File: src/rtl/outport_fifo.sv
// outport_fifo: buffered multi-channel out-port, {ch, data} FIFO drained over valid/ready.
// Define OUTPORT_STICKY_OVF_EN to make overflow sticky until clear; otherwise it is a one-cycle pulse.
module outport_fifo #(
  parameter int DATA_W = 32,
  parameter int DEPTH  = 4,
  parameter int CH_W   = 2
) (
  input  logic                       Clock,
  input  logic                       clear,
  input  logic [DATA_W-1:0]          BusMuxOut,
  input  logic                       Outportin,
  input  logic [CH_W-1:0]            ch_sel,
  output logic [DATA_W-1:0]          dev_data,
  output logic [CH_W-1:0]            dev_ch,
  output logic                       dev_valid,
  input  logic                       dev_ready,
  output logic                       full,
  output logic                       empty,
  output logic [$clog2(DEPTH):0]     count,
  output logic [DATA_W-1:0]          last_data,
  output logic                       overflow
);
  localparam int AW = $clog2(DEPTH);
  localparam int CW = AW + 1;
  logic [CH_W+DATA_W-1:0] mem [DEPTH];
  logic [AW-1:0] wr_ptr, rd_ptr;
  logic pop, push, drop;
  assign full      = count == CW'(DEPTH);
  assign empty     = count == '0;
  assign dev_valid = !empty;
  assign pop       = dev_valid && dev_ready;
  // a pop on the same edge frees the slot, so a full FIFO still accepts
  assign push      = Outportin && (!full || pop);
  assign drop      = Outportin && full && !pop;
  assign {dev_ch, dev_data} = mem[rd_ptr];
  always_ff @(posedge Clock)
    if (push) mem[wr_ptr] <= {ch_sel, BusMuxOut};
  always_ff @(posedge Clock or posedge clear)
    if (clear) begin
      wr_ptr    <= '0;
      rd_ptr    <= '0;
      count     <= '0;
      last_data <= '0;
      overflow  <= 1'b0;
    end else begin
      if (push) wr_ptr <= wr_ptr + AW'(1);
      if (push) last_data <= BusMuxOut;
      if (pop) rd_ptr <= rd_ptr + AW'(1);
      count <= count + CW'(push) - CW'(pop);
`ifdef OUTPORT_STICKY_OVF_EN
      overflow <= overflow | drop;
`else
      overflow <= drop;
`endif
    end
endmodule

File: config.mk
export PLATFORM = sky130hd
export DESIGN_NAME = outport_fifo
export DESIGN_NICKNAME = d
export VERILOG_FILES = /design/src/rtl/outport_fifo.sv
export SDC_FILE = /design/constraint.sdc
export NUM_CORES = 1
export LEC_CHECK = 0
export ABC_CLOCK_PERIOD_IN_PS = 7720
export BUFFER_PORTS_ARGS = -buffer_cell sky130_fd_sc_hd__buf_2
export CAP_MARGIN = 30
export CORE_MARGIN = 5
export CORE_UTILIZATION = 60
export CTS_BUF_LIST = sky130_fd_sc_hd__clkbuf_16
export CTS_CLUSTER_DIAMETER = 100
export DETAILED_ROUTE_END_ITERATION = 10
export PLACE_DENSITY = 0.82
export SYNTH_ARGS = -nofsm -noshare
export SYNTH_HDL_FRONTEND = slang
export SYNTH_SLANG_ARGS = --single-unit
File: constraint.sdc
create_clock -name Clock -period 7.72 [get_ports Clock]
set_clock_uncertainty 0.1 [all_clocks]
set_input_delay 2.316 -clock Clock [delete_from_list [all_inputs] [get_ports Clock]]
set_output_delay 2.316 -clock Clock [all_outputs]
set_load 0.05 [all_outputs]
==> reports/results.ini, run 1 <==
[worst_setup_path]
worstPathRequired_ns=5.30
cp-end-kind=primary output
worst_ep_arrival_time_ns=2.51
worst-path-max-fanout=21
worstSetupPathType=reg2out
cp-start-kind=flop

[synth]
synthCells=288
yosysMostFrequentCell=edfxtp_1
synth-seq-cells=176
muxShareOfSynthArea=0.176
synthAdderAreaFrac=0.0125
synth.distinct_cells=25
synth_area_um2=6590
syn_nets=332
synth_common_cells=edfxtp_1 (136), dfrtp_1 (40), mux4_2 (34)
async_flop_share=0.227
synth_seq_area_share=0.772
synth-xor-area-share=0.00665
synth_compound_area_frac=0
synth.top_cell.area_share=0.620
ys.flop_type=edfxtp_1
synth_top_family_by_area=multiplexers
synth_edf_count=136
synth_warnings=0
synth.area.top_cells=edfxtp_1 (62%), dfrtp_1 (15%), mux4_2 (12%), mux2_2 (5.0%), ha_1 (0.95%)
yosys.area.top_type=edfxtp_1
syn_avg_cell_area_um2=22.9
synth-simple-area-share=0.0120

[clocking]
clockBufferDepth=2
htree_levels=4
cts_resized=0
cts_num_sinks=176
clock_latency_ns=0.42
clk_pin_slew_ns=0.06
cts_setup_buffers=0
cts_tree=done
ctsHoldBuffers=0
root_buffer=clkbuf_16
cts_buffers=17

[pwr]
leakage_nw=3.01
p_per_area_nw_per_um2=450
vdd.ir_drop.worst_v=0.000290

[floorplan]
core-area_um2=10800
row_count=38
die_h_um=115
die-width_um=115
initial_core_util=0.610
ios=111
die_area_um2=13200

[route]
via_count=3167
avgRoutedWirePerCell_um=22.4
drc=0
postRouteAntennaNets=0
wl_met3_um=786
drtIter0Drc=203
wl_met1_mm=4.93
routed.top_layer=met4
drt-pass1-iter-count=5
vias_per_cell=5.62
routed_wl_mm=12.6
wl_met2_mm=6.73

[placement]
placedCellCount=531
place_ws_ns=3.02
dp_hpwl_mm=7.33
gp_congestion=0.690
io_buffers=110

[sta]
worst_pin_slew_ns=0.876
max_freq_mhz=203
finalHoldViolations=0
finalSetupViolations=0
rsz0062_at_grt=false
slew_headroom=0.416
fin_setup_tns_ns=0
setup_slack_ns=2.79
min_period_ns=4.93
min_period_over_period=0.638
drv_slew=0

[global_routing]
grt_pass1_vias=3512
grt_start_max_net_pins=41
antenna_found_initial=0
grt.total_usage=0.211
grt_overflow=0
grt_pass1_wl_mm=20.0

[final_layout]
fin_cells=564
layout.nets=455
postLayoutCoreUtil=0.738
drive_above_1_share=0.519
insertedDiodeCount=0
syn_to_final_growth_pct=20.9

[run]
maxCapViolCount=0

[status]
status=completed

[worst_hold_path]
hold_class=reg2reg

-- cells in the final DEF (no fill, tap or decap), drive strengths merged, types with 4 or more instances in the layout --
cell type	netlist	routed
clkinv	0	7
bufinv	0	4
inv	9	12
clkbuf	1	17
nor2	4	4
ha	5	5
edfxtp	136	136
xnor2	4	4
dfrtp	40	40
buf	11	116
mux4	34	34
mux2	33	33
-- metrics by stage --
| stage | hold slack, ns | instance area, µm² | power, W |
|---|---|---|---|
| final | 0.396 | 7960 | 0.00358 |
| after global routing | 0.414 | 7960 | 0.00372 |
| after CTS | 0.401 | 7940 | 0.00361 |
| after detailed placement | 0.387 | 7340 | 0.00273 |
| after global placement | 0.382 | 7250 | 0.00267 |
| after floorplan | 0.396 | 6590 | 0.00240 |
-- routing by layer --
layer / GRT usage / vias up
met5: 0 / -
met4: 0.0814 / 0
met3: 0.0453 / 14
met2: 0.356 / 103
met1: 0.273 / 1654
li1: - / 1396
-- registers in the layout (all words and copies together), names as in the netlist --
| signal | cells |
|---|---|
| mem | 136 |
| last_data | 32 |
| count | 3 |
| rd_ptr | 2 |
| wr_ptr | 2 |
| overflow | 1 |
-- power breakdown --
part | switching (W) | internal, W | leakage (nW) | total [W]
Clock | 0.000343 | 0.000535 | 0.305 | 0.000878
Sequential | 0.000133 | 0.00123 | 1.71 | 0.00137
Combinational | 0.000924 | 0.000412 | 0.986 | 0.00134
Total | 0.00140 | 0.00218 | 3.01 | 0.00358
-- kinds of logic (layout without fill, tap and decap cells) --
logic type | after synthesis | count (layout)
flops | 176 | 176
fa+ha+maj | 6 | 6
buf+inv | 21 | 157
mux | 68 | 68
xor+xnor | 5 | 5
simple gates | 12 | 12
-- area by class of cell --
class	count	area, µm²
clock buffers	17	425
clock inverters	15	179
fillers	609	2830
inverters	9	33.8
multi-input cells	91	1400
flip-flops and latches	176	5090
well taps	140	175
repair buffers	116	666
-- critical path, stage by stage, from the launching register on --
cell and delay [ns]:
dfrtp_2 0.73, buf_4 0.50, mux4_2 0.61, buf_2 0.24
-- worst paths after layout --
path	from	to	slack, ns	cells past startpoint
max	rd_ptr[0]	dev_data[13]	2.79	3
max reg2reg	count[1]	count[2]	4.93	7
min	last_data[3]	last_data[3]	0.40	1
max in group asynchronous	clear	rd_ptr[0]	5.25	3
min in group asynchronous	clear	last_data[29]	1.77	2
min reg2reg	last_data[3]	last_data[3]	0.40	1
Power figures use the tool's default switching activity.
==> run 2, diff against run 1 <==
ABC_CLOCK_PERIOD_IN_PS = 4900   (was 7720)
CORE_UTILIZATION = 55   (was 60)
PLACE_DENSITY = 0.76   (was 0.82)
clock period = 4.9 ns   (was 7.72 ns; I/O delays follow)
==> run 2 against run 1 <==
Effect of this change: cell count up 1.8%; setup slack worse by 1.7 ns; critical path depth unchanged; global-route usage down 3.4 points; total power up 57%; worst hold slack better by 0.0027 ns; first-iteration DRC count down 6.9%; die area up 8.3%; largest cell class unchanged; register-to-register slack worse by 2.7 ns.
==> reports/results.ini, run 2 (synthesis results as in run 1) <==
[route]
drt-pass1-iter-count=4  ; -1
postRouteAntennaNets=0  ; unchanged
avgRoutedWirePerCell_um=20.1  ; -10%
via_count=3130  ; -1.2%
drc=0  ; unchanged
vias_per_cell=5.45  ; -2.9%
drtIter0Drc=189  ; -6.9%
routed_wl_mm=11.6  ; -8.5%

[sta]
min_period_ns=3.85
drv_slew=0  ; unchanged
finalSetupViolations=0  ; unchanged
max_freq_mhz=260
min_period_over_period=0.785
finalHoldViolations=0  ; unchanged
slew_headroom=0.414  ; -0.00251
fin_setup_tns_ns=0  ; unchanged
worst_pin_slew_ns=0.879  ; +0.00376 ns
rsz0062_at_grt=false
fin_hold_ws_ns=0.398  ; +0.00266 ns

[clocking]
cts_resized=0  ; unchanged
clockBufferDepth=2  ; unchanged
cts_buffers=17  ; unchanged
clk_pin_slew_ns=0.06  ; about the same
clock_latency_ns=0.42  ; about the same
ctsHoldBuffers=0  ; unchanged
cts_num_sinks=176  ; unchanged
htree_levels=4  ; unchanged
cts_setup_buffers=0  ; unchanged
cts_tree=done
root_buffer=clkbuf_16

[worst_setup_path]
reg2reg_depth=7  ; unchanged
cpLargestDelayFamily=flip-flops
worst_ep_arrival_time_ns=2.28  ; -0.23 ns
worstPathRequired_ns=3.33  ; -1.97 ns
worstSetupPathType=reg2out
cp-end-kind=primary output
path_buf_inv=2  ; unchanged
worst-path-max-fanout=16  ; -24%
crit_cells=3  ; unchanged
path_cells=buf_4 > mux4_2 > buf_2
cp-start-kind=flop
slowest_stage=dfrtp_2
worst_path_largest_cell_delay_ns=0.70  ; -0.03 ns

[final_layout]
largestRegisters=mem: 136 flops, last_data: 32 flops, count: 3 flops
insertedDiodeCount=0  ; unchanged
drive_above_1_share=0.534  ; +0.0151
syn_to_final_growth_pct=21.0  ; about the same
largest_reg_flops=136  ; unchanged
layout_commonest_cell=edfxtp_1
top_register=mem
postLayoutCoreUtil=0.672  ; -0.0662
layout.nets=458  ; +0.66%
layout_common_cells=edfxtp_1 (136), buf_2 (110), dfrtp_1 (38)

[global_routing]
grt_start_max_net_pins=41  ; unchanged
grt_pass1_vias=3442  ; -2.0%
antenna_found_initial=0  ; unchanged
grt.total_usage=0.177  ; -0.0339
grt_overflow=0  ; unchanged
grt_pass1_wl_mm=18.7  ; -6.1%

[pwr]
p_switching_w=0.00219  ; +56%
p_per_area_nw_per_um2=706  ; +57%
clock_power_share=0.251  ; +0.006
swShare=0.389  ; -0.00211
leakage_nw=2.99  ; -0.56%
share_comb_of_total_power=0.368  ; -0.005
p_int_w=0.00343  ; +58%
p_seq_frac=0.381  ; about the same
vdd.ir_drop.worst_v=0.000750  ; +160%

[placement]
gp_congestion=0.733  ; +6.2%
io_buffers=110  ; unchanged
dp_hpwl_mm=7.30  ; -0.41%

[worst_hold_path]
hold_class=reg2reg
hold_path_depth=1  ; unchanged

[floorplan]
die-width_um=119  ; +4.1%
die_area_um2=14300  ; +8.3%
initial_core_util=0.555  ; -0.0550
row_count=40  ; +5.3%
core-area_um2=11900  ; +9.9%
ios=111  ; unchanged
die_h_um=119  ; +4.1%

[status]
status=completed

[run]
maxCapViolCount=0  ; unchanged

run 2: cell type report:
type / count / area [µm²]
clock buffers: 17 / 425
clock inverters: 15 / 209
fillers: 781 / 3890
inverters: 9 / 33.8
multi-input cells: 91 / 1400
flip-flops and latches: 176 / 5090
well taps: 147 / 184
repair buffers: 119 / 631
run 2: per-stage QoR:
stage	instances	cell area (µm²)	total power [W]	setup WS, ns
5_1_grt	574	7970	0.00588	0.891
3_3_place_gp	541	7310	0.00424	1.19
2_1_floorplan	288	6590	0.00377	0.972
4_1_cts	573	7950	0.00570	0.962
3_5_place_dp	541	7310	0.00428	1.08
6_report	574	7970	0.00562	1.05
run 2: metal layers:
metal,global-route usage,vias up,part of all wire,routed length (µm)
met5,0,-,0,0
met4,0.0630,0,0.018,207
met3,0.0513,15,0.048,552
met2,0.284,84,0.51,5840
met1,0.233,1621,0.43,4960
li1,-,1410,-,-
run 2: path summary, 6_finish.rpt:
path	end	start	slack, ns
max	dev_data[12]	rd_ptr[0]	1.05
min	last_data[26]	last_data[26]	0.40
max reg2reg	count[2]	count[1]	2.19
min reg2reg	last_data[26]	last_data[26]	0.40
max in group asynchronous	rd_ptr[0]	clear	3.34
min in group asynchronous	last_data[30]	clear	0.88
run 2: power by group through the flow:
| stage | Sequential [W] | Combinational (W) | Clock, W |
|---|---|---|---|
| final | 0.00214 | 0.00207 | 0.00141 |
| after global routing | 0.00218 | 0.00218 | 0.00152 |
| after CTS | 0.00215 | 0.00210 | 0.00145 |
| after detailed placement | 0.00217 | 0.00210 | 0 |
| after global placement | 0.00216 | 0.00208 | 0 |
| after floorplan | 0.00230 | 0.00147 | 0 |
==> run 3, diff against run 2 <==
ABC_CLOCK_PERIOD_IN_PS = 3110   (was 4900)
CORE_UTILIZATION = 50   (was 55)
PLACE_DENSITY = 0.73   (was 0.76)
clock period = 3.11 ns   (was 4.9 ns; I/O delays follow)
==> run 3 against run 2 <==
Effect of this change: utilization shrank 6.1 points; critical path depth did not move; largest power group is now combinational cells; first-iteration DRC count shrank 5.3%; largest cell class unchanged; critical path type unchanged; register-to-register slack lost 1.3 ns.
==> reports/results.ini, run 3 (synthesis results as in run 1) <==
[pwr]
p_per_area_nw_per_um2=1080  ; +53%
leakage_nw=2.98  ; -0.13%
vdd.ir_drop.worst_v=0.000691  ; -7.9%

[clocking]
cts_num_sinks=176  ; unchanged
ctsHoldBuffers=0  ; unchanged
cts_setup_buffers=0  ; unchanged
htree_levels=4  ; unchanged
clockBufferDepth=2  ; unchanged
root_buffer=clkbuf_16
cts_tree=done
cts_buffers=17  ; unchanged
cts_resized=0  ; unchanged
clk_pin_slew_ns=0.06  ; about the same
clock_latency_ns=0.42  ; about the same

[worst_setup_path]
r2r_end=count[2]
reg2reg_from=count[1]
worst-path-max-fanout=17  ; +1
reg2reg_depth=7  ; unchanged
rrSetupSlack_ns=0.88  ; -1.31 ns
worstPathRequired_ns=2.08  ; -1.25 ns
cp-start-kind=flop
cp-end-kind=primary output
crit_path_start=rd_ptr[0]
worst_ep_arrival_time_ns=1.94  ; -0.34 ns
setup.worst_path.end=dev_data[6]
worstSetupPathType=reg2out

[sta]
fin_hold_ws_ns=0.402  ; +0.00321 ns
min_period_over_period=0.955
min_period_ns=2.97
rsz0062_at_grt=false
setup_slack_ns=0.140  ; -0.912 ns
worst_pin_slew_ns=0.640  ; -0.239 ns
finalSetupViolations=0  ; unchanged
max_freq_mhz=337
finalHoldViolations=0  ; unchanged
slew_headroom=0.572  ; +0.158
drv_slew=0  ; unchanged

[final_layout]
postLayoutCoreUtil=0.610  ; -0.0613
syn_to_final_growth_pct=21.3
largest_reg_flops=136  ; unchanged
layout_commonest_cell=edfxtp_1
top_register=mem
layout.nets=459  ; +0.22%
drive_above_1_share=0.533  ; -0.00125
largestRegisters=mem: 136 flops, last_data: 32 flops, count: 3 flops
insertedDiodeCount=0  ; unchanged
layout_common_cells=edfxtp_1 (136), buf_2 (110), dfrtp_1 (38)
fin_cells=604  ; +5.2%

[floorplan]
die-width_um=125  ; +4.5%
ios=111  ; unchanged
core-area_um2=13100  ; +10%
die_area_um2=15600  ; +9.1%
initial_core_util=0.503  ; -0.0519
row_count=42  ; +5.0%
die_h_um=125  ; +4.5%

[route]
vias_per_cell=5.17  ; -5.1%
routed_wl_mm=11.6  ; +0.18%
drc=0  ; unchanged
avgRoutedWirePerCell_um=19.2  ; -4.8%
postRouteAntennaNets=0  ; unchanged
via_count=3125  ; -0.16%
drt-pass1-iter-count=4  ; unchanged
drtIter0Drc=179  ; -5.3%

[placement]
dp_hpwl_mm=7.79  ; +6.7%
place_ws_ns=0.342  ; -0.735 ns
placedCellCount=572  ; +5.7%
io_buffers=110  ; unchanged
gp_congestion=0.680  ; -7.2%

[global_routing]
grt_overflow=0  ; unchanged
grt_start_max_net_pins=28  ; -32%
antenna_found_initial=0  ; unchanged
grt_pass1_vias=3393  ; -1.4%
grt_pass1_wl_mm=18.7  ; -0.48%
grt.total_usage=0.158  ; -0.0185

[status]
status=completed

[run]
maxCapViolCount=0  ; unchanged

[worst_hold_path]
hold_class=reg2reg

==> run 3: worst min path at each step <==
stage,from,endpoint,slack [ns],cells after the start
finish,last_data[31],last_data[31],0.40,1
global route,last_data[1],last_data[1],0.41,1
CTS,last_data[31],last_data[31],0.40,1
floorplan,wr_ptr[0],wr_ptr[0],0.40,1
detailed placement,last_data[10],last_data[10],0.39,1
global placement,last_data[19],last_data[19],0.38,1
==> run 3: metal layers <==
| metal | global-route usage | vias to the layer above | wire [µm] |
|---|---|---|---|
| li1 | - | 1407 | - |
| met1 | 0.199 | 1619 | 4980 |
| met2 | 0.257 | 85 | 5780 |
| met3 | 0.0587 | 14 | 654 |
| met4 | 0.0522 | 0 | 158 |
| met5 | 0 | - | 0 |
==> run 3: area by class of cell <==
| class | instances | area [µm²] |
|---|---|---|
| Fill cell | 925 | 5100 |
| Multi-Input combinational cell | 91 | 1400 |
| Clock buffer | 17 | 425 |
| Tap cell | 176 | 220 |
| Inverter | 9 | 33.8 |
| Timing Repair Buffer | 120 | 703 |
| Clock inverter | 15 | 120 |
| Sequential cell | 176 | 5090 |
==> run 3: per-stage QoR <==
step                      total power (W)  setup TNS (ns)  cell area [µm²]
final                             0.00863               0             7990
after global routing              0.00902               0             7990
after CTS                         0.00875               0             7990
after detailed placement          0.00682               0             7440
after global placement            0.00670               0             7350
after floorplan                   0.00595          -38.25             6590
==> run 3: critical path, cell delays in order (launching register included) <==
cell	delay [ns]
dfrtp_2	0.36
buf_4	0.33
mux4_2	0.59
buf_2	0.23
==> run 3: power breakdown <==
group	switching [W]	total, W	leakage, nW	internal, W
combinational	0.00240	0.00346	1.01	0.00105
sequential	0.000186	0.00325	1.71	0.00306
clock	0.000836	0.00193	0.262	0.00109
total	0.00342	0.00863	2.98	0.00521
